[src/rtl/mvm_act_fifo.sv]
// rtl/mvm_act_fifo.sv - shift/ReLU/saturate stage with vector tagging and result FIFO
// Results are activated on entry and stored as {last, ovf, data[7:0]}.
module mvm_act_fifo #(
  parameter int DEPTH   = 4,
  parameter int VEC_LEN = 3,
  parameter int SHIFT   = 0
) (
  input  logic                     clk,
  input  logic                     reset,
  input  logic                     s_valid,
  output logic                     s_ready,
  input  logic [15:0]              data_in,
  input  logic                     overflow_in,
  output logic                     m_valid,
  input  logic                     m_ready,
  output logic [7:0]               data_out,
  output logic                     last,
  output logic                     overflow,
  output logic                     err_sticky,
  output logic [$clog2(DEPTH):0]   count
);

  localparam int AW     = $clog2(DEPTH);
  localparam int EW     = (VEC_LEN > 1) ? $clog2(VEC_LEN) : 1;
  localparam int LAST_I = VEC_LEN - 1;

  localparam logic [AW:0]   FULL_CNT = DEPTH[AW:0];
  localparam logic [AW:0]   CNT_ONE  = 1;
  localparam logic [AW-1:0] PTR_ONE  = 1;
  localparam logic [EW-1:0] ELEM_ONE = 1;
  localparam logic [EW-1:0] LAST_IDX = LAST_I[EW-1:0];

  logic [9:0]         mem [DEPTH];
  logic [AW-1:0]      wr_ptr;
  logic [AW-1:0]      rd_ptr;
  logic [EW-1:0]      elem_cnt;
  logic               wr;
  logic               rd;
  logic signed [15:0] shifted;
  logic [7:0]         act_data;
  logic               act_sat;
  logic               is_last;
  logic [9:0]         wr_entry;
  logic [9:0]         head;

  assign shifted = $signed(data_in) >>> SHIFT;

  // Negative results clamp to zero silently; only positive clipping counts as overflow.
  always_comb begin
    act_data = shifted[7:0];
    act_sat  = 1'b0;
    if (shifted[15]) begin
      act_data = 8'd0;
    end else if (shifted > 16'sd127) begin
      act_data = 8'd127;
      act_sat  = 1'b1;
    end
  end

  assign is_last  = (elem_cnt == LAST_IDX);
  assign wr_entry = {is_last, overflow_in | act_sat, act_data};

  // s_ready looks only at occupancy so a full FIFO never accepts on a same-cycle read.
  assign s_ready = (count < FULL_CNT);
  assign m_valid = (count != '0);
  assign wr      = s_valid & s_ready;
  assign rd      = m_valid & m_ready;

  assign head = m_valid ? mem[rd_ptr] : 10'd0;
  assign {last, overflow, data_out} = head;

  always_ff @(posedge clk) begin
    if (!reset && wr) begin
      mem[wr_ptr] <= wr_entry;
    end
  end

  always_ff @(posedge clk) begin
    if (reset) begin
      wr_ptr     <= '0;
      rd_ptr     <= '0;
      elem_cnt   <= '0;
      count      <= '0;
      err_sticky <= 1'b0;
    end else begin
      if (wr) begin
        wr_ptr   <= wr_ptr + PTR_ONE;
        elem_cnt <= is_last ? '0 : elem_cnt + ELEM_ONE;
        if (wr_entry[8]) begin
          err_sticky <= 1'b1;
        end
      end
      if (rd) begin
        rd_ptr <= rd_ptr + PTR_ONE;
      end
      unique case ({wr, rd})
        2'b10:   count <= count + CNT_ONE;
        2'b01:   count <= count - CNT_ONE;
        default: count <= count;
      endcase
    end
  end

endmodule

[config.mk]
export PLATFORM = sky130hd
export DESIGN_NAME = mvm_act_fifo
export DESIGN_NICKNAME = d
export VERILOG_FILES = /design/src/rtl/mvm_act_fifo.sv
export SDC_FILE = /design/constraint.sdc
export NUM_CORES = 1
export LEC_CHECK = 0
export CORE_MARGIN = 1
export CORE_UTILIZATION = 52
export DETAILED_ROUTE_END_ITERATION = 12
export PLACE_DENSITY = 0.78
export SKIP_LAST_GASP = 1
export SLEW_MARGIN = 15
export SYNTH_ARGS = -nofsm -noshare
export SYNTH_HDL_FRONTEND = slang
export SYNTH_SLANG_ARGS = --single-unit
[constraint.sdc]
create_clock -name clk -period 2.4 [get_ports clk]
set_input_delay 0.36 -clock clk [delete_from_list [all_inputs] [get_ports clk]]
set_output_delay 0.36 -clock clk [all_outputs]
set_load 0.1 [all_outputs]
==> results.cfg, run 1 <==
[clock_tree]
clk_pin_slew_ns = 0.09
cts_tree = built
root_buffer = clkbuf_8
ctsHoldBuffers = 0
cts.sinks = 52
postCtsSetupBuffers = 0
cts_buffers = 5
clock_latency_ns = 0.30
clock_path_buffers = 2
htreeDepth = 2
cts.repair.resized = 0

[die]
initial_utilization_pct = 55.0
pin_count = 37
rows = 23
coreArea_um2 = 4090
die_width_um = 67.7
dieArea_um2 = 4590
die_height_um = 67.7

[finish]
n_antenna_cell = 0
final_layout_size_suffix_gt1_share_pct = 32.7
fillers = 275
area.growth.synth_to_final_pct = 31.8
final_cell_mix = edfxtp_1 (40), clkdlybuf4s50_1 (20), buf_4 (15), nor2_1 (14)
fin_nets = 228
final_common_cell = edfxtp_1

[drt]
drt-met1-wl_mm = 1.54
drtIter0Drc = 60
ant_nets = 0
highest-signal-layer = met4
dr.pass1.iters = 4
vias = 1334
viasPerCell = 5.29
wl_met2_mm = 2.15
wl_per_cell_um = 15.4
drt_wl_total_mm = 3.88
drc_errors = 0
dr_wl_met3_um = 131

[worst_setup_path]
critPathArrivalTime_ns = 1.77
crit_end = data_out[3]
worstSetupPathType = reg -> out
timing.rr.start = count[2]
crit_path_start_kind = register
r2r-end = count[2]
critPathRequiredTime_ns = 2.04
r2r_slack_ns = 0.39
endpoint_kind = output port
r2r_cells = 8
worstPathMaxFanout = 10

[sta]
final.setup.tns_ns = 0
final_max_slew_viol_count = 0
setup_viol = 0
period_share_pct = 88.6
relSlewSlack_pct = 66.4
skew_ns = 0.00726
tightest_slew_ns = 0.503
rsz0062_at_grt = false
finalHoldViolCount = 0
period_minus_slack_ns = 2.13
max_clock_freq_mhz = 470

[worst_hold_path]
holdPathStages = 2
hold_path.class = reg -> reg

[synthesis]
ys_ff_latch = 52
synth-seq-area-share_pct = 64.1
yosysWarnings = 0
synth_edf_count = 40
syn_avg_cell_area_um2 = 14.7
syn_area_um2 = 2250
synth_cell_types = 33
synthCells = 153
synth_async_sr_flop_share_pct = 0
synthFlopType = edfxtp_1

[global_routing]
track_usage_pct = 19.7
antenna_found_initial = 0
grt_pass1_vias = 1352
grt_pass1_wl_mm = 6.10
grt_max_degree = 17
overflow = 0

[place]
gp_congestion = 0.734
port_buffers = 36
dp_hpwl_mm = 2.86

[flow_run]
maxCapViolCount = 0

[outcome]
status = complete, no violations
-- synthesized netlist by cell type, types with 2 or more instances --
cell type	instances	share of area, %
o21ai_0	2	0.45
nor2_1	14	2.3
and2_1	4	1.1
inv_1	9	1.5
and2b_1	5	1.7
dfxtp_1	12	11
mux4_2	10	10
ha_1	5	2.8
nor2b_1	7	1.9
clkbuf_1	2	0.33
xor2_1	3	1.2
nor3_2	7	3.1
nor3_1	2	0.45
or3_1	2	0.56
a21oi_1	7	1.6
nand2_1	6	1.0
edfxtp_1	40	53
-- per-stage QoR --
stage	worst slack [ns]	instance area [µm²]	util (%)	hold WS, ns	instances
finish	0.274	2960	72.5	0.488	252
global route	0.174	2960	72.5	0.519	252
CTS	0.238	2960	72.5	0.493	252
detailed placement	0.0339	2850	69.8	0.476	244
global placement	0.172	2850	69.8	0.450	244
floorplan	0.0594	2310	-	0.437	156
-- registers in the layout, summed over array words and instances, names as in the netlist, named ones only --
signal / cells
mem: 40
wr_ptr: 2
err_sticky: 1
elem_cnt: 2
rd_ptr: 2
count: 3
-- metal layers --
layer  GRT usage (%)  vias to the layer above
met1            22.1                      656
li1                -                      643
met2            34.8                       30
met4            10.1                        0
met5               0                        -
met3            4.22                        5
-- worst max-delay path, cell delays in order (launching register included) --
cell     delay, ns
dfxtp_1       0.32
buf_4         0.23
mux4_2        0.52
and2b_2       0.23
buf_12        0.17
-- area by class of cell --
type                       instances  area (µm²)  share of cell area (%)
clock buffer                       5        68.8                    2.32
clock inverter                     3        42.5                    1.44
inverter                           9        37.5                    1.27
multi-input combinational         88         793                    26.8
sequential                        52        1450                    48.8
tap                               50        62.6                    2.11
timing repair buffer              45         513                    17.3
-- how the worst min path moves through the flow --
stage,endpoint,start
5_1_grt,elem_cnt[1],elem_cnt[1]
4_1_cts,elem_cnt[1],elem_cnt[1]
3_5_place_dp,elem_cnt[1],elem_cnt[1]
2_1_floorplan,elem_cnt[0],reset
3_3_place_gp,elem_cnt[1],elem_cnt[1]
6_report,elem_cnt[1],elem_cnt[1]
-- kinds of logic (layout without fill, tap and decap cells) --
logic type,after synthesis,after routing,synth area share (%)
DFF,52,52,64.1
and+or+nand+nor,52,52,14.1
buffers and inverters,16,62,3.28
AOI/OAI and AO/OA,12,12,3.01
muxes,10,10,10.0
adders and majority gates,6,6,3.67
xor gates and xnor gates,4,4,1.56
other,1,4,0.167
Power of run 1 is left out: the tool's default activity adds up to more than one toggle a clock period on the data nets, which glitch-free logic cannot reach.
==> inputs of run 2 (changes only) <==
Settings changed: GPL_TIMING_DRIVEN from default to 0.
==> run 2 against run 1 <==
Flip-flop and latch count unchanged. Sequential share of layout area up 3.2 points. First-iteration DRC count down 22%. Die area unchanged. Utilization decreased by 4.4 points. Hold slack got worse by 0.011 ns. Critical endpoint is now m_valid.
==> results.cfg, run 2 (same netlist as run 1, synthesis figures left out) <==
[outcome]
status = complete, no violations

[drt]
drt_wl_total_mm = 3.77
drc_errors = 0
drtIter0Drc = 47
wl_per_cell_um = 15.2
dr.pass1.iters = 4
ant_nets = 0
vias = 1302
viasPerCell = 5.23

[die]
pin_count = 37
rows = 23
dieArea_um2 = 4590
initial_utilization_pct = 55.0
coreArea_um2 = 4090
die_width_um = 67.7
die_height_um = 67.7

[worst_setup_path]
r2r-end = count[2]
crit_path_start_kind = register
timing.rr.start = count[2]
r2r_cells = 8
critPathArrivalTime_ns = 1.91
critPathRequiredTime_ns = 2.04
worstPathMaxFanout = 10
r2r_slack_ns = 0.22
endpoint_kind = output port
worstSetupPathType = reg -> out

[global_routing]
antenna_found_initial = 0
track_usage_pct = 19.1
grt_pass1_wl_mm = 6.03
grt_pass1_vias = 1320
overflow = 0
grt_max_degree = 16

[worst_hold_path]
hold_start = elem_cnt[1]
hold_path.class = reg -> reg
holdPathStages = 2
holdPathEnd = elem_cnt[1]

[place]
gp_congestion = 0.649
placed_area_um2 = 2730
port_buffers = 35
dp_hpwl_mm = 2.68

[clock_tree]
clk_pin_slew_ns = 0.08
cts.sinks = 52
clock_latency_ns = 0.30
root_buffer = clkbuf_8
clock_path_buffers = 2
cts_tree = built
cts_buffers = 5
htreeDepth = 2

[sta]
skew_ns = 0.00587
finalHoldViolCount = 0
period_share_pct = 94.6
final_max_slew_viol_count = 0
max_clock_freq_mhz = 441
timing.hold.ws_ns = 0.477
setup_viol = 0
period_minus_slack_ns = 2.27
tightest_slew_ns = 0.970
relSlewSlack_pct = 35.1
rsz0062_at_grt = false

[finish]
n_antenna_cell = 0
post-route-util_pct = 68.1
final_common_cell = edfxtp_1
largest_reg_flops = 40
area.growth.synth_to_final_pct = 23.8
final_layout_size_suffix_gt1_share_pct = 28.1
top_regs = mem: 40 flops, count: 3 flops
design_area_um2 = 2780
final_cell_mix = edfxtp_1 (40), clkdlybuf4s50_1 (24), nor2_1 (14), buf_2 (11), mux4_2 (10)
fillers = 292
max_flop_register = mem
fin_nets = 225

[flow_run]
maxCapViolCount = 0
run 2: cell type report:
class                      count  area [µm²]  share of cell area, %
timing repair buffer          35         299                   10.8
sequential                    52        1450                   52.0
tap                           50        62.6                   2.25
clock buffer                   7        86.3                   3.10
multi-input combinational     88         793                   28.5
inverter                       9        37.5                   1.35
buffer                         7        50.0                   1.80
clock inverter                 1        7.51                  0.270
run 2: routing by layer:
| layer | up-vias | GRT usage (%) | part of all wire (%) |
|---|---|---|---|
| met3 | 4 | 6.08 | 4.8 |
| met2 | 36 | 33.3 | 53 |
| met4 | 0 | 7.18 | 1.1 |
| met5 | - | 0 | 0 |
| li1 | 637 | - | - |
| met1 | 625 | 21.8 | 41 |
run 2: repair_timing:
| action | in CTS | in global routing |
|---|---|---|
| setup buffers | 0 | 0 |
| endpoints found under the hold margin | 0 | 0 |
| setup endpoints to repair | 11 | 7 |
| resized for setup | 40 | 14 |
| hold buffers | 0 | 0 |
run 2: worst max path at each step:
| stage | startpoint | endpoint | depth (start not counted) |
|---|---|---|---|
| final | count[2] | m_valid | 4 |
| after detailed placement | count[2] | data_out[4] | 4 |
| after global placement | count[2] | data_out[4] | 4 |
| after CTS | register | data_out[4] | 4 |
| after global routing | count[2] | m_valid | 4 |
| after floorplan | count[2] | count[2] | 8 |
run 2: worst max-delay path: stages (launching register included):
cell           delay (ns)
dfxtp_2              0.36
nor3_2               0.30
clkbuf_8             0.28
clkinvlp_4           0.08
dlygate4sd2_1        0.58
run 2: per-stage QoR:
step,worst slack [ns],TNS [ns],cells
after global routing,0.0249,0,249
after CTS,-0.0264,-0.0264,249
after detailed placement,-0.383,-2.99,241
final,0.131,0,249
after floorplan,0.0594,0,156
after global placement,-0.389,-2.97,241
Power of run 2 is left out for the same reason.
